<file path="src/rtl/reward_scheduler_pkg.sv">
// ---------------------------------------------------------------------------
// reward_scheduler_pkg
// Shared definitions for the reward scheduler slice:
//   - state_e      : scheduler FSM state encoding
//   - REW_*        : reward / effect type codes seen by reward_display
//   - CNT_MAX      : saturation value of the shared millisecond counter
//   - lfsr16_next  : one step of the 16-bit Fibonacci LFSR
//   - sat_inc16    : saturating increment for the shared counter
// ---------------------------------------------------------------------------
package reward_scheduler_pkg;

    typedef enum logic [2:0] {
        ST_IDLE   = 3'd0,
        ST_WAIT   = 3'd1,
        ST_DRAW   = 3'd2,
        ST_ACTIVE = 3'd3,
        ST_EFFECT = 3'd4
    } state_e;

    localparam logic [2:0] REW_NONE    = 3'd0;
    localparam logic [2:0] REW_PROTECT = 3'd1;
    localparam logic [2:0] REW_FASTER  = 3'd2;
    localparam logic [2:0] REW_FROZEN  = 3'd3;
    localparam logic [2:0] REW_LASER   = 3'd4;

    localparam logic [15:0] CNT_MAX = 16'hFFFF;

    // Taps 16,14,13,11 give a maximal-length sequence, so any nonzero seed
    // walks all 65535 nonzero states before repeating.
    function automatic logic [15:0] lfsr16_next(input logic [15:0] l);
        return {l[14:0], l[15] ^ l[13] ^ l[12] ^ l[10]};
    endfunction

    function automatic logic [15:0] sat_inc16(input logic [15:0] c);
        return (c == CNT_MAX) ? c : c + 16'd1;
    endfunction

endpackage

</file>
<file path="src/rtl/reward_scheduler_lfsr16.sv">
// ---------------------------------------------------------------------------
// reward_lfsr16
// Free-running 16-bit Fibonacci LFSR. Advances on every clock edge while out
// of reset; only reset reloads the seed.
// Ports:
//   clk_i   : system clock
//   rst_ni  : asynchronous active-low reset, loads SEED
//   q_o     : current LFSR state
// ---------------------------------------------------------------------------
module reward_lfsr16
    import reward_scheduler_pkg::*;
#(
    parameter logic [15:0] SEED = 16'hACE1
) (
    input  logic        clk_i,
    input  logic        rst_ni,
    output logic [15:0] q_o
);

    logic [15:0] lfsr_q;
    logic [15:0] lfsr_d;

    // Next value is a pure shift with feedback; there is no enable because
    // the scheduler wants the sequence to keep moving even while idle.
    always_comb begin
        lfsr_d = lfsr16_next(lfsr_q);
    end

    always_ff @(posedge clk_i or negedge rst_ni) begin
        if (!rst_ni) begin
            lfsr_q <= SEED;
        end else begin
            lfsr_q <= lfsr_d;
        end
    end

    assign q_o = lfsr_q;

endmodule

</file>
<file path="src/rtl/reward_scheduler.sv">
// ---------------------------------------------------------------------------
// reward_scheduler
// Sequences the on-screen reward: waits a spawn delay, draws a random grid
// cell and type from an LFSR, shows it until the player drives over it or it
// times out, then runs the effect timer after a pickup.
// Ports:
//   clk_i                  : system clock
//   rst_ni                 : asynchronous active-low reset
//   tick_ms_i              : one-cycle pulse once per millisecond
//   enable_game_classic_i  : classic mode running
//   enable_game_infinity_i : infinity mode running
//   player_xpos_i/ypos_i   : player tank grid position
//   set_require_o          : reward visible
//   random_xpos_o/ypos_o   : reward grid position
//   reward_type_o          : 1=protect/addtime, 2=faster, 3=frozen, 4=laser
//   reward_taken_o         : one-cycle pulse on pickup
//   effect_type_o          : type of the running effect, 0 when none
//   effect_active_o        : high while the effect runs
// ---------------------------------------------------------------------------
module reward_scheduler
    import reward_scheduler_pkg::*;
#(
    parameter int unsigned SPAWN_DELAY_MS = 5000,
    parameter int unsigned LIFETIME_MS    = 8000,
    parameter int unsigned EFFECT_MS      = 10000,
    parameter int unsigned GRID_X_MAX     = 23,
    parameter int unsigned GRID_Y_MAX     = 15,
    parameter logic [15:0] LFSR_SEED      = 16'hACE1
) (
    input  logic       clk_i,
    input  logic       rst_ni,
    input  logic       tick_ms_i,
    input  logic       enable_game_classic_i,
    input  logic       enable_game_infinity_i,
    input  logic [4:0] player_xpos_i,
    input  logic [4:0] player_ypos_i,
    output logic       set_require_o,
    output logic [4:0] random_xpos_o,
    output logic [4:0] random_ypos_o,
    output logic [2:0] reward_type_o,
    output logic       reward_taken_o,
    output logic [2:0] effect_type_o,
    output logic       effect_active_o
);

    localparam logic [15:0] SPAWN_LAST  = 16'(SPAWN_DELAY_MS - 1);
    localparam logic [15:0] LIFE_LAST   = 16'(LIFETIME_MS - 1);
    localparam logic [15:0] EFFECT_LAST = 16'(EFFECT_MS - 1);
    localparam logic [4:0]  X_MAX       = 5'(GRID_X_MAX);
    localparam logic [4:0]  Y_MAX       = 5'(GRID_Y_MAX);

    state_e      state_q, state_d;
    logic [15:0] cnt_q, cnt_d;
    logic [4:0]  randX_q, randX_d;
    logic [4:0]  randY_q, randY_d;
    logic [2:0]  rewardType_q, rewardType_d;
    logic [2:0]  effectType_q, effectType_d;
    logic        rewardTaken_q, rewardTaken_d;

    logic [15:0] lfsr;
    logic        gameOn;
    logic [4:0]  candX;
    logic [4:0]  candY;
    logic [2:0]  candT;
    logic        candOk;
    logic        hit;
    logic        unusedBits;

    reward_lfsr16 #(
        .SEED (LFSR_SEED)
    ) u_lfsr (
        .clk_i  (clk_i),
        .rst_ni (rst_ni),
        .q_o    (lfsr)
    );

    // Bits 12:10 only feed the LFSR itself; the candidate draw skips them.
    assign unusedBits = ^lfsr[12:10];

    assign gameOn = enable_game_classic_i | enable_game_infinity_i;
    assign candX  = lfsr[4:0];
    assign candY  = lfsr[9:5];
    assign candT  = lfsr[15:13];
    assign candOk = (candX <= X_MAX) && (candY <= Y_MAX) &&
                    (candT inside {REW_PROTECT, REW_FASTER, REW_FROZEN, REW_LASER});
    assign hit    = (player_xpos_i == randX_q) && (player_ypos_i == randY_q);

    // Next-state logic. A dropped game mode overrides everything and parks the
    // FSM in IDLE, but the last drawn cell is kept so reward_display does not
    // jump while the screen is being torn down. Within ACTIVE a pickup is
    // checked before the lifetime expiry so a last-moment hit still counts.
    always_comb begin
        state_d       = state_q;
        cnt_d         = cnt_q;
        randX_d       = randX_q;
        randY_d       = randY_q;
        rewardType_d  = rewardType_q;
        effectType_d  = effectType_q;
        rewardTaken_d = 1'b0;

        if (!gameOn) begin
            state_d      = ST_IDLE;
            cnt_d        = '0;
            effectType_d = REW_NONE;
        end else begin
            unique case (state_q)
                ST_IDLE: begin
                    state_d = ST_WAIT;
                    cnt_d   = '0;
                end
                ST_WAIT: begin
                    if (tick_ms_i) begin
                        if (cnt_q == SPAWN_LAST) begin
                            state_d = ST_DRAW;
                            cnt_d   = '0;
                        end else begin
                            cnt_d = sat_inc16(cnt_q);
                        end
                    end
                end
                ST_DRAW: begin
                    if (candOk) begin
                        state_d      = ST_ACTIVE;
                        cnt_d        = '0;
                        randX_d      = candX;
                        randY_d      = candY;
                        rewardType_d = candT;
                    end
                end
                ST_ACTIVE: begin
                    if (hit) begin
                        state_d       = ST_EFFECT;
                        cnt_d         = '0;
                        rewardTaken_d = 1'b1;
                        effectType_d  = rewardType_q;
                    end else if (tick_ms_i) begin
                        if (cnt_q == LIFE_LAST) begin
                            state_d = ST_WAIT;
                            cnt_d   = '0;
                        end else begin
                            cnt_d = sat_inc16(cnt_q);
                        end
                    end
                end
                ST_EFFECT: begin
                    if (tick_ms_i) begin
                        if (cnt_q == EFFECT_LAST) begin
                            state_d      = ST_WAIT;
                            cnt_d        = '0;
                            effectType_d = REW_NONE;
                        end else begin
                            cnt_d = sat_inc16(cnt_q);
                        end
                    end
                end
                default: begin
                    state_d = ST_IDLE;
                    cnt_d   = '0;
                end
            endcase
        end
    end

    // State, counter and latched reward registers.
    always_ff @(posedge clk_i or negedge rst_ni) begin
        if (!rst_ni) begin
            state_q       <= ST_IDLE;
            cnt_q         <= '0;
            randX_q       <= '0;
            randY_q       <= '0;
            rewardType_q  <= REW_NONE;
            effectType_q  <= REW_NONE;
            rewardTaken_q <= 1'b0;
        end else begin
            state_q       <= state_d;
            cnt_q         <= cnt_d;
            randX_q       <= randX_d;
            randY_q       <= randY_d;
            rewardType_q  <= rewardType_d;
            effectType_q  <= effectType_d;
            rewardTaken_q <= rewardTaken_d;
        end
    end

    assign set_require_o   = (state_q == ST_ACTIVE);
    assign effect_active_o = (state_q == ST_EFFECT);
    assign random_xpos_o   = randX_q;
    assign random_ypos_o   = randY_q;
    assign reward_type_o   = rewardType_q;
    assign effect_type_o   = effectType_q;
    assign reward_taken_o  = rewardTaken_q;

endmodule
</file>
<file path="config.mk">
export PLATFORM = sky130hd
export DESIGN_NAME = reward_scheduler
export DESIGN_NICKNAME = d
export VERILOG_FILES = /design/src/rtl/reward_scheduler_pkg.sv /design/src/rtl/reward_scheduler_lfsr16.sv /design/src/rtl/reward_scheduler.sv
export SDC_FILE = /design/constraint.sdc
export NUM_CORES = 1
export LEC_CHECK = 0
export CORE_MARGIN = 2
export CORE_UTILIZATION = 49
export CTS_CLUSTER_SIZE = 16
export DETAILED_ROUTE_END_ITERATION = 10
export MAX_ROUTING_LAYER = met4
export PLACE_DENSITY_LB_ADDON = 0.2
export SLEW_MARGIN = 20
export SYNTH_ARGS = -nofsm -noshare
export SYNTH_HDL_FRONTEND = slang
export SYNTH_SLANG_ARGS = --single-unit
</file>
<file path="constraint.sdc">
create_clock -name clk_i -period 2.3 [get_ports clk_i]
set_clock_uncertainty 0.2 [all_clocks]
set_input_delay 0.23 -clock clk_i [delete_from_list [all_inputs] [get_ports clk_i]]
set_output_delay 0.23 -clock clk_i [all_outputs]
set_load 0.005 [all_outputs]
</file>
==> reports/results.md, run 1 <==
## STA
- final setup violation count: 18
- slew at the pin closest to its max-slew limit: 448 ps
- post-route fraction of the period consumed by the critical path: 112%
- setup TNS: -3820 ps
- unrepaired setup endpoints after global routing: yes
- Relative slew margins: 69.9%
- number of failing hold endpoints at the final stage: 0
- achievable frequency: 0.390 GHz
- fin crit period: 2570 ps
- post-route setup slack: -266 ps
- number of max-slew violations in the final report: 0

## Status
- violated checks: negative setup slack
- result of the run: complete, but fails checks

## Drt
- count of nets left with antenna violations after detail routing: 0
- routed via count: 2171
- final routed wirelength across all metal layers: 6280 µm
- Avg WL per Cell: 15.9 µm
- Vias per Instance: 5.51
- violation count after the first detailed-routing iteration: 97
- number of search-and-repair iterations in the first detailed-routing pass: 4
- count of unresolved DRC violations after routing: 0

## Cells and area
- Layout Utilization: 70.9%
- most used cells in the layout excluding fill and tap cells: sky130_fd_sc_hd__buf_4, sky130_fd_sc_hd__dfrtp_1, sky130_fd_sc_hd__clkdlybuf4s50_1
- total number of nets in the final design: 339
- final antenna diode count: 0
- commonest non-fill, non-tap cell in the layout: sky130_fd_sc_hd__buf_4
- Area growth, synth to finish: 40.7%
- post-route cell area: 3570 µm²
- final-layout fill cell count: 381
- layout cell share with drive strength beyond 1: 36.7%

## Floorplanning
- Placement Rows: 26
- core region area: 5040 µm²
- die height: 76.0 µm
- initial core utilization: 50.4%
- overall die width: 76.0 µm
- I/O pin cnt: 34
- Die Footprint: 5780 µm²

## Placed design
- area of placed instances: 3350 µm²
- half-perimeter wire length after detailed placement: 4700 µm
- count of buffers from port buffering: 33
- gp weighted congestion: 0.912
- worst setup slack before clock tree synthesis: -308 ps

## Global route
- number of antenna violations at the first check in global routing: 0
- number of global-route vias before repair: 2254
- overall routing resource usage: 23.4%
- pin count of the biggest net entering global routing: 24
- wire length of the first global-routing pass: 10600 µm
- residual overflow from global routing: 0

## Worst setup path
- Worst EP arrival: 2580 ps
- first element of the critical path: cnt_q[6]
- path type of the worst setup path: reg2reg
- crit end category: flop
- type of element launching the critical path: flop
- largest driver fanout on the critical path: 5
- FF-to-FF Start: cnt_q[6]
- data required time at the worst endpoint: 2310 ps

## Pwr
- static leakage power: 1.66 nW
- P per Cell Area: 692 nW/µm²
- total power draw: 0.00247 W
- maximum resistive drop on vdd: 0.410 mV

## Clock network
- total CTS buffers: 5
- buffer type at the clock tree root: sky130_fd_sc_hd__clkbuf_8
- H-Tree Depth: 2
- CTS tree: done
- Num Clock Sinks: 52
- buffer levels on the longest clock path: 2
- Worst-path clk slew: 100 ps
- clock latency at the later pin of the worst-skew pair: 310 ps

## Synth
- Syn Inst Count: 229
- portion of the post-synthesis area used by sequential elements: 51.6%
- combined area of all synthesized cells: 2540 µm²
- post-synthesis net count: 245
- Synth Flop Type: sky130_fd_sc_hd__dfrtp_1
- ys async rst share: 100%
- mean post-synth cell area: 11.1 µm²
- Synth Warn #: 0
- Synth cell types: 50
- Yosys reg bits: 52
- EDFF count, synth: 0

## Worst hold path
- worst hold path class: in2async

## Run
- maxcap violations: 0

## state kept, by name, summed over array words and instances, names as in the netlist
| name | flops |
|---|---|
| cnt_q | 16 |
| u_lfsr.q_o | 16 |
| random_xpos_o | 5 |
| random_ypos_o | 5 |
| effect_type_o | 3 |
| reward_type_o | 3 |
| state_q | 3 |
| reward_taken_o | 1 |
## cells in the mapped netlist, drive strengths merged (2+ instances only)
library cell,count,area share (%)
buf,3,1.2
nand4b,2,0.69
dfstp,8,8.3
nor4,3,0.74
or4,2,0.74
a31oi,4,0.99
inv,6,0.89
or4b,2,0.94
clkbuf,5,0.74
xor2,12,4.1
nor2,19,2.8
o41ai,5,2.5
or2,3,0.74
nand2,9,1.3
or4bb,2,0.89
a21oi,12,2.4
and3,6,1.6
nor3,4,0.79
nand4,3,0.74
mux2,12,5.3
dfrtp,44,43
o31ai,3,1.1
a41oi,2,0.69
a32o,2,0.79
a22o,6,2.1
nand3,11,2.2
o22ai,2,0.49
xnor2,2,0.69
o21a,5,1.5
a21o,4,1.2
and2,5,1.2
and4,2,0.69
o21ai,6,1.2
a22oi,5,2.1
## layout make-up
type | instances | area [µm²] | area share, %
sequential | 52 | 1310 | 36.7
clock buffer | 5 | 68.8 | 1.93
clock inverter | 3 | 26.3 | 0.735
timing repair buffer | 95 | 803 | 22.5
tap | 70 | 87.6 | 2.45
multi-input combinational | 163 | 1250 | 35.1
inverter | 6 | 22.5 | 0.630
## per-layer routing
layer | track usage (%) | share of wire (%) | vias to the layer above
met5 | - | 0 | -
met4 | 8.73 | 2.2 | 0
met3 | 3.55 | 3.3 | 14
met2 | 40.6 | 51 | 48
met1 | 27.7 | 43 | 1068
li1 | - | - | 1041
## critical path: stages, from the launching register on
cell,delay (ps)
sky130_fd_sc_hd__dfrtp_1,390
sky130_fd_sc_hd__or4_4,570
sky130_fd_sc_hd__o41ai_4,390
sky130_fd_sc_hd__o31ai_2,130
sky130_fd_sc_hd__a32o_2,280
sky130_fd_sc_hd__buf_6,130
sky130_fd_sc_hd__a21o_1,150
sky130_fd_sc_hd__a22o_1,220
## kinds of logic after synthesis
| family | count (synthesis) | share of synthesized area (%) |
|---|---|---|
| AO/OA/AOI/OAI | 60 | 18.1 |
| flip-flops | 52 | 51.6 |
| multiplexers | 12 | 5.32 |
| adder cells (fa/ha/maj) | 1 | 0.493 |
| buffers and inverters | 14 | 2.81 |
| AND/OR/NAND/NOR | 76 | 16.8 |
| XOR/XNOR | 14 | 4.83 |
## where the power goes
group          internal, W  total (W)  switching (W)
clock             0.000223   0.000555       0.000332
combinational     0.000461   0.000943       0.000481
sequential        0.000949   0.000975      0.0000266
## timing repair
item,in CTS,in global routing
hold buffers,1,0
resized for setup,7,13
buffers inserted,3,3
hold endpoints to repair,15,0
setup endpoints to repair,19,21
pin swaps,7,9
## path summary, 6_finish.rpt
kind                                      end  depth (start not counted)  slack, ps
worst max register to register       cnt_q[8]                          7       -270
worst min register to register  u_lfsr.q_o[6]                          0        170
worst max-delay path                 cnt_q[8]                          7       -270
worst min-delay path                 cnt_q[3]                          2        160
min in group clk_i              u_lfsr.q_o[6]                          0        170
max in group asynchronous       u_lfsr.q_o[7]                          3       1060
## metrics by stage
stage                     std cells  hold slack, ps
final                           394             156
after floorplan                 229            -266
after detailed placement        381           -34.4
after CTS                       392             165
after global placement          381           -33.3
after global routing            394             179
Note: power is estimated with default switching activity, not from simulation.
==> inputs of run 2 (changes only) <==
==> constraint.sdc (replaced) <==
create_clock -name clk_i -period 2.3 [get_ports clk_i]
set_clock_uncertainty 0.2 [all_clocks]
set_input_delay 0.23 -clock clk_i [delete_from_list [all_inputs] [get_ports clk_i]]
set_output_delay 0.23 -clock clk_i [all_outputs]
set_load 0.02 [all_outputs]
==> run 2 against run 1 <==
Against the previous run: the run still ends with negative setup slack left; hold slack worse by 1.1 ps; sequential cell count unchanged; global-route usage decreased by 0.16 points; clock power barely moved; final cell count down 0.25%; register-to-register slack hardly changed; sequential power barely moved; power increased by 0.30%; via count is the same; core utilization down 0.22 points; non-clock buffer count shrank 1; critical path type unchanged.
==> reports/results.md, run 2 (synthesized netlist as in run 1, its figures left out) <==
## Worst setup path
- endpoint of the worst register-to-register path: cnt_q[8]
- largest driver fanout on the critical path: 5
- FF-to-FF Start: cnt_q[6]
- reg-to-reg setup timing slack: -260 ps
- Worst EP arrival: 2580 ps
- path type of the worst setup path: reg2reg
- data required time at the worst endpoint: 2310 ps
- type of element launching the critical path: flop
- crit end category: flop
- worst r2r path cells: 7

## Pwr
- maximum resistive drop on vdd: 0.410 mV
- proportion of power drawn by flip-flops and latches: 39.3%
- Gate power share: 38.3%
- Internal Pwr Total: 0.00163 W
- P per Cell Area: 696 nW/µm²
- share of total power in the clock network: 22.4%
- static leakage power: 1.65 nW
- Switching Share: 34.3%
- switching power: 0.000850 W

## STA
- number of failing hold endpoints at the final stage: 0
- final setup violation count: 18
- slew at the pin closest to its max-slew limit: 450 ps
- setup TNS: -3770 ps
- unrepaired setup endpoints after global routing: yes
- number of max-slew violations in the final report: 0
- Relative slew margins: 69.8%
- post-route fraction of the period consumed by the critical path: 111%
- achievable frequency: 0.390 GHz
- fin crit period: 2560 ps
- post-route setup slack: -264 ps

## Drt
- count of nets left with antenna violations after detail routing: 0
- Avg WL per Cell: 16.0 µm
- final routed wirelength across all metal layers: 6280 µm
- number of search-and-repair iterations in the first detailed-routing pass: 4
- count of unresolved DRC violations after routing: 0
- violation count after the first detailed-routing iteration: 99
- routed via count: 2171
- Vias per Instance: 5.52

## Cells and area
- final antenna diode count: 0
- total number of nets in the final design: 338
- commonest non-fill, non-tap cell in the layout: sky130_fd_sc_hd__buf_4
- multi-input gate area in the final layout: 1250 µm²
- layout cell share with drive strength beyond 1: 36.8%
- most used cells in the layout excluding fill and tap cells: sky130_fd_sc_hd__buf_4, sky130_fd_sc_hd__dfrtp_1, sky130_fd_sc_hd__clkdlybuf4s50_1
- final-layout fill cell count: 384
- post-layout instance count excluding filler cells: 393
- Area growth, synth to finish: 40.3%
- sequential cell area: 1310 µm²

## Clock network
- clock latency at the later pin of the worst-skew pair: 310 ps
- CTS tree: done
- H-Tree Depth: 2
- buffer type at the clock tree root: sky130_fd_sc_hd__clkbuf_8
- Num Clock Sinks: 52
- total CTS buffers: 5
- buffer levels on the longest clock path: 2
- Worst-path clk slew: 100 ps

## Floorplanning
- Die Footprint: 5780 µm²
- die height: 76.0 µm
- overall die width: 76.0 µm
- core region area: 5040 µm²
- initial core utilization: 50.4%
- I/O pin cnt: 34
- Placement Rows: 26

## Global route
- overall routing resource usage: 23.2%
- residual overflow from global routing: 0
- number of antenna violations at the first check in global routing: 0
- number of global-route vias before repair: 2245
- pin count of the biggest net entering global routing: 24
- wire length of the first global-routing pass: 10500 µm

## Status
- result of the run: complete, but fails checks
- violated checks: negative setup slack

## Placed design
- placed cell count: 381
- gp weighted congestion: 0.912
- count of buffers from port buffering: 33
- worst setup slack before clock tree synthesis: -308 ps
- half-perimeter wire length after detailed placement: 4700 µm

## Worst hold path
- worst hold path class: in2async

## Run
- maxcap violations: 0

[run 2: power groups by stage]
stage,Sequential (W),Clock (W),Combinational [W]
after global placement,0.000988,0,0.000823
after floorplan,0.00100,0,0.000476
final,0.000975,0.000556,0.000949
after CTS,0.000974,0.000564,0.000871
after global routing,0.000977,0.000598,0.00103
after detailed placement,0.000992,0,0.000840
[run 2: through the flow]
step	power, W	util, %	instance area [µm²]	hold WS, ps
CTS	0.00241	69.2	3490	165
detailed placement	0.00183	66.5	3350	-34.4
finish	0.00248	70.7	3560	155
global route	0.00261	70.7	3560	179
global placement	0.00181	66.5	3350	-33.3
floorplan	0.00148	-	2560	-266
[run 2: how the worst max path moves through the flow]
stage / depth (start not counted) / from / end
6_report: 7 / cnt_q[6] / cnt_q[8]
5_1_grt: 7 / cnt_q[6] / cnt_q[5]
4_1_cts: 8 / cnt_q[15] / cnt_q[9]
3_5_place_dp: 10 / player_xpos_i[1] / cnt_q[1]
3_3_place_gp: 10 / player_ypos_i[4] / cnt_q[1]
2_1_floorplan: 7 / cnt_q[15] / cnt_q[0]
[run 2: timing repair]
item	4_1_cts	5_1_grt
pin swaps	7	9
resized for setup	7	15
hold buffers	1	0
hold endpoints to repair	15	0
buffers inserted	2	3
endpoints found under the setup margin	19	21
gates cloned	0	0
[run 2: critical path: stages (launching register included)]
cell	delay, ps
sky130_fd_sc_hd__dfrtp_1	390
sky130_fd_sc_hd__or4_4	570
sky130_fd_sc_hd__o41ai_4	390
sky130_fd_sc_hd__o31ai_2	130
sky130_fd_sc_hd__a32o_2	280
sky130_fd_sc_hd__buf_6	130
sky130_fd_sc_hd__a21o_1	150
sky130_fd_sc_hd__a22o_1	220
[run 2: layout make-up]
| class | instances | share of cell area (%) |
|---|---|---|
| Tap cell | 70 | 2.46 |
| Clock inverter | 3 | 0.737 |
| Sequential cell | 52 | 36.8 |
| Clock buffer | 5 | 1.93 |
| Multi-Input combinational cell | 163 | 35.2 |
| Timing Repair Buffer | 94 | 22.2 |
| Inverter | 6 | 0.632 |
[run 2: per-layer routing]
layer | share of wire, % | track usage [%] | routed length (µm) | up-vias
met5 | 0 | - | 0 | -
met4 | 2.2 | 8.73 | 139 | 0
met3 | 3.0 | 3.44 | 186 | 12
met2 | 51 | 40.3 | 3230 | 47
met1 | 43 | 27.6 | 2730 | 1074
li1 | - | - | - | 1038
==> inputs of run 3 (changes only) <==
--- a/config.mk
+++ b/config.mk
@@ -6,7 +6,7 @@
 export NUM_CORES = 1
 export LEC_CHECK = 0
 export CORE_MARGIN = 2
-export CORE_UTILIZATION = 49
+export CORE_UTILIZATION = 45
 export CTS_CLUSTER_SIZE = 16
 export DETAILED_ROUTE_END_ITERATION = 10
 export MAX_ROUTING_LAYER = met4
==> run 3 against run 2 <==
Against the previous run: the run still ends with negative setup slack left; fmax increased by 0.56%; clock power shrank 4.3%; routed wire length fell by 4.6%; via count rose by 0.78%; first-iteration DRC count increased by 79%; hold slack gained 20 ps; power shrank 2.0%; critical path type unchanged.
==> reports/results.md, run 3 (synthesized netlist as in run 1, its figures left out) <==
## Status
- result of the run: complete, but fails checks
- violated checks: negative setup slack

## STA
- slew at the pin closest to its max-slew limit: 477 ps
- number of failing hold endpoints at the final stage: 0
- achievable frequency: 0.392 GHz
- post-route setup slack: -250 ps
- fin crit period: 2550 ps
- setup TNS: -3270 ps
- final setup violation count: 18
- unrepaired setup endpoints after global routing: yes
- Relative slew margins: 68.0%
- post-route fraction of the period consumed by the critical path: 111%
- number of max-slew violations in the final report: 0

## Global route
- residual overflow from global routing: 0
- overall routing resource usage: 21.6%
- wire length of the first global-routing pass: 10300 µm
- number of antenna violations at the first check in global routing: 0
- pin count of the biggest net entering global routing: 53
- number of global-route vias before repair: 2197

## Worst setup path
- Worst path max stage delay: 550 ps
- reg-to-reg setup timing slack: -250 ps
- category of cells accounting for the largest share of critical-path delay: compound AO/OA/AOI/OAI gates
- CP max stage cell: sky130_fd_sc_hd__or4b_4
- buffer and inverter count on the worst path: 1
- type of element launching the critical path: flop
- path type of the worst setup path: reg2reg
- endpoint of the worst register-to-register path: cnt_q[5]
- data required time at the worst endpoint: 2310 ps
- list of cells traversed by the critical path: or4b_4 > o41ai_4 > o31ai_2 > a32o_2 > buf_6 > a21o_1 > a22o_1
- Worst EP arrival: 2560 ps
- FF-to-FF Start: cnt_q[15]
- largest driver fanout on the critical path: 4
- crit end category: flop
- worst r2r path cells: 7

## Cells and area
- commonest non-fill, non-tap cell in the layout: sky130_fd_sc_hd__buf_4
- layout cell share with drive strength beyond 1: 34.6%
- final-layout fill cell count: 455
- total number of nets in the final design: 336
- Area growth, synth to finish: 38.9%
- most used cells in the layout excluding fill and tap cells: sky130_fd_sc_hd__buf_4, sky130_fd_sc_hd__dfrtp_1, sky130_fd_sc_hd__clkdlybuf4s50_1
- final antenna diode count: 0
- post-route cell area: 3530 µm²

## Placed design
- worst setup slack before clock tree synthesis: -314 ps
- gp weighted congestion: 0.895
- area of placed instances: 3350 µm²
- half-perimeter wire length after detailed placement: 4430 µm
- count of buffers from port buffering: 33

## Pwr
- share of total power in the clock network: 21.9%
- Switching Share: 33.1%
- maximum resistive drop on vdd: 0.324 mV
- static leakage power: 1.65 nW
- Internal Pwr Total: 0.00163 W
- Gate power share: 38.0%
- P per Cell Area: 689 nW/µm²
- total power draw: 0.00243 W
- proportion of power drawn by flip-flops and latches: 40.1%
- switching power: 0.000805 W

## Clock network
- clock latency at the later pin of the worst-skew pair: 320 ps
- Num Clock Sinks: 52
- Worst-path clk slew: 100 ps
- buffer type at the clock tree root: sky130_fd_sc_hd__clkbuf_8
- CTS tree: done
- total CTS buffers: 5
- buffer levels on the longest clock path: 2
- H-Tree Depth: 2

## Worst hold path
- worst hold path class: reg2reg
- hold depth: 0
- start point of the worst min-delay path: u_lfsr.q_o[5]
- destination of the worst hold path: u_lfsr.q_o[6]

## Floorplanning
- overall die width: 79.1 µm
- I/O pin cnt: 34
- Die Footprint: 6260 µm²
- die height: 79.1 µm
- initial core utilization: 46.4%
- Placement Rows: 27
- core region area: 5470 µm²

## Drt
- routed via count: 2188
- final routed wirelength across all metal layers: 6000 µm
- count of nets left with antenna violations after detail routing: 0
- Vias per Instance: 5.57
- count of unresolved DRC violations after routing: 0
- violation count after the first detailed-routing iteration: 177
- number of search-and-repair iterations in the first detailed-routing pass: 4
- Avg WL per Cell: 15.3 µm

## Run
- maxcap violations: 0

## run 3: worst max path at each step
stage | start | endpoint | slack (ps) | depth (start not counted)
floorplan | cnt_q[15] | cnt_q[0] | -180 | 7
global placement | cnt_q[14] | cnt_q[0] | -320 | 7
detailed placement | cnt_q[14] | cnt_q[5] | -310 | 7
CTS | cnt_q[5] | cnt_q[8] | -280 | 7
global route | cnt_q[12] | cnt_q[5] | -330 | 7
finish | cnt_q[15] | cnt_q[5] | -250 | 7
## run 3: cell type report
cell class | instances | area [µm²] | area share [%]
Clock buffer | 5 | 68.8 | 1.95
Clock inverter | 3 | 21.3 | 0.603
Inverter | 6 | 22.5 | 0.639
Multi-Input combinational cell | 163 | 1210 | 34.4
Sequential cell | 52 | 1310 | 37.2
Tap cell | 72 | 90.1 | 2.55
Timing Repair Buffer | 92 | 798 | 22.6
## run 3: repair_timing
item | 4_1_cts | 5_1_grt
hold buffers | 1 | 0
endpoints found under the setup margin | 19 | 20
setup buffers | 2 | 2
pin swaps | 8 | 3
resized for setup | 8 | 6
hold endpoints to repair | 52 | 0
## run 3: power by group through the flow
stage          logic [W]  registers, W  clock network [W]
2_1_floorplan   0.000476       0.00100                  0
3_3_place_gp    0.000816      0.000992                  0
3_5_place_dp    0.000828      0.000993                  0
4_1_cts         0.000903      0.000976           0.000544
5_1_grt          0.00101      0.000982           0.000587
6_report        0.000922      0.000976           0.000532
## run 3: per-stage QoR
stage / cells / util (%) / hold slack, ps
global route: 393 / 64.4 / 186
finish: 393 / 64.4 / 175
CTS: 391 / 63.7 / 174
detailed placement: 380 / 61.1 / 39.9
floorplan: 229 / - / -266
global placement: 380 / 61.1 / 39.9
## run 3: per-layer routing
layer | vias to the layer above | wire length (µm) | global-route usage, % | share of wire [%]
li1 | 1033 | - | - | -
met1 | 1075 | 2760 | 28.1 | 46
met2 | 64 | 2780 | 33.8 | 46
met3 | 16 | 320 | 4.77 | 5.3
met4 | 0 | 140 | 7.41 | 2.3
met5 | - | 0 | - | 0
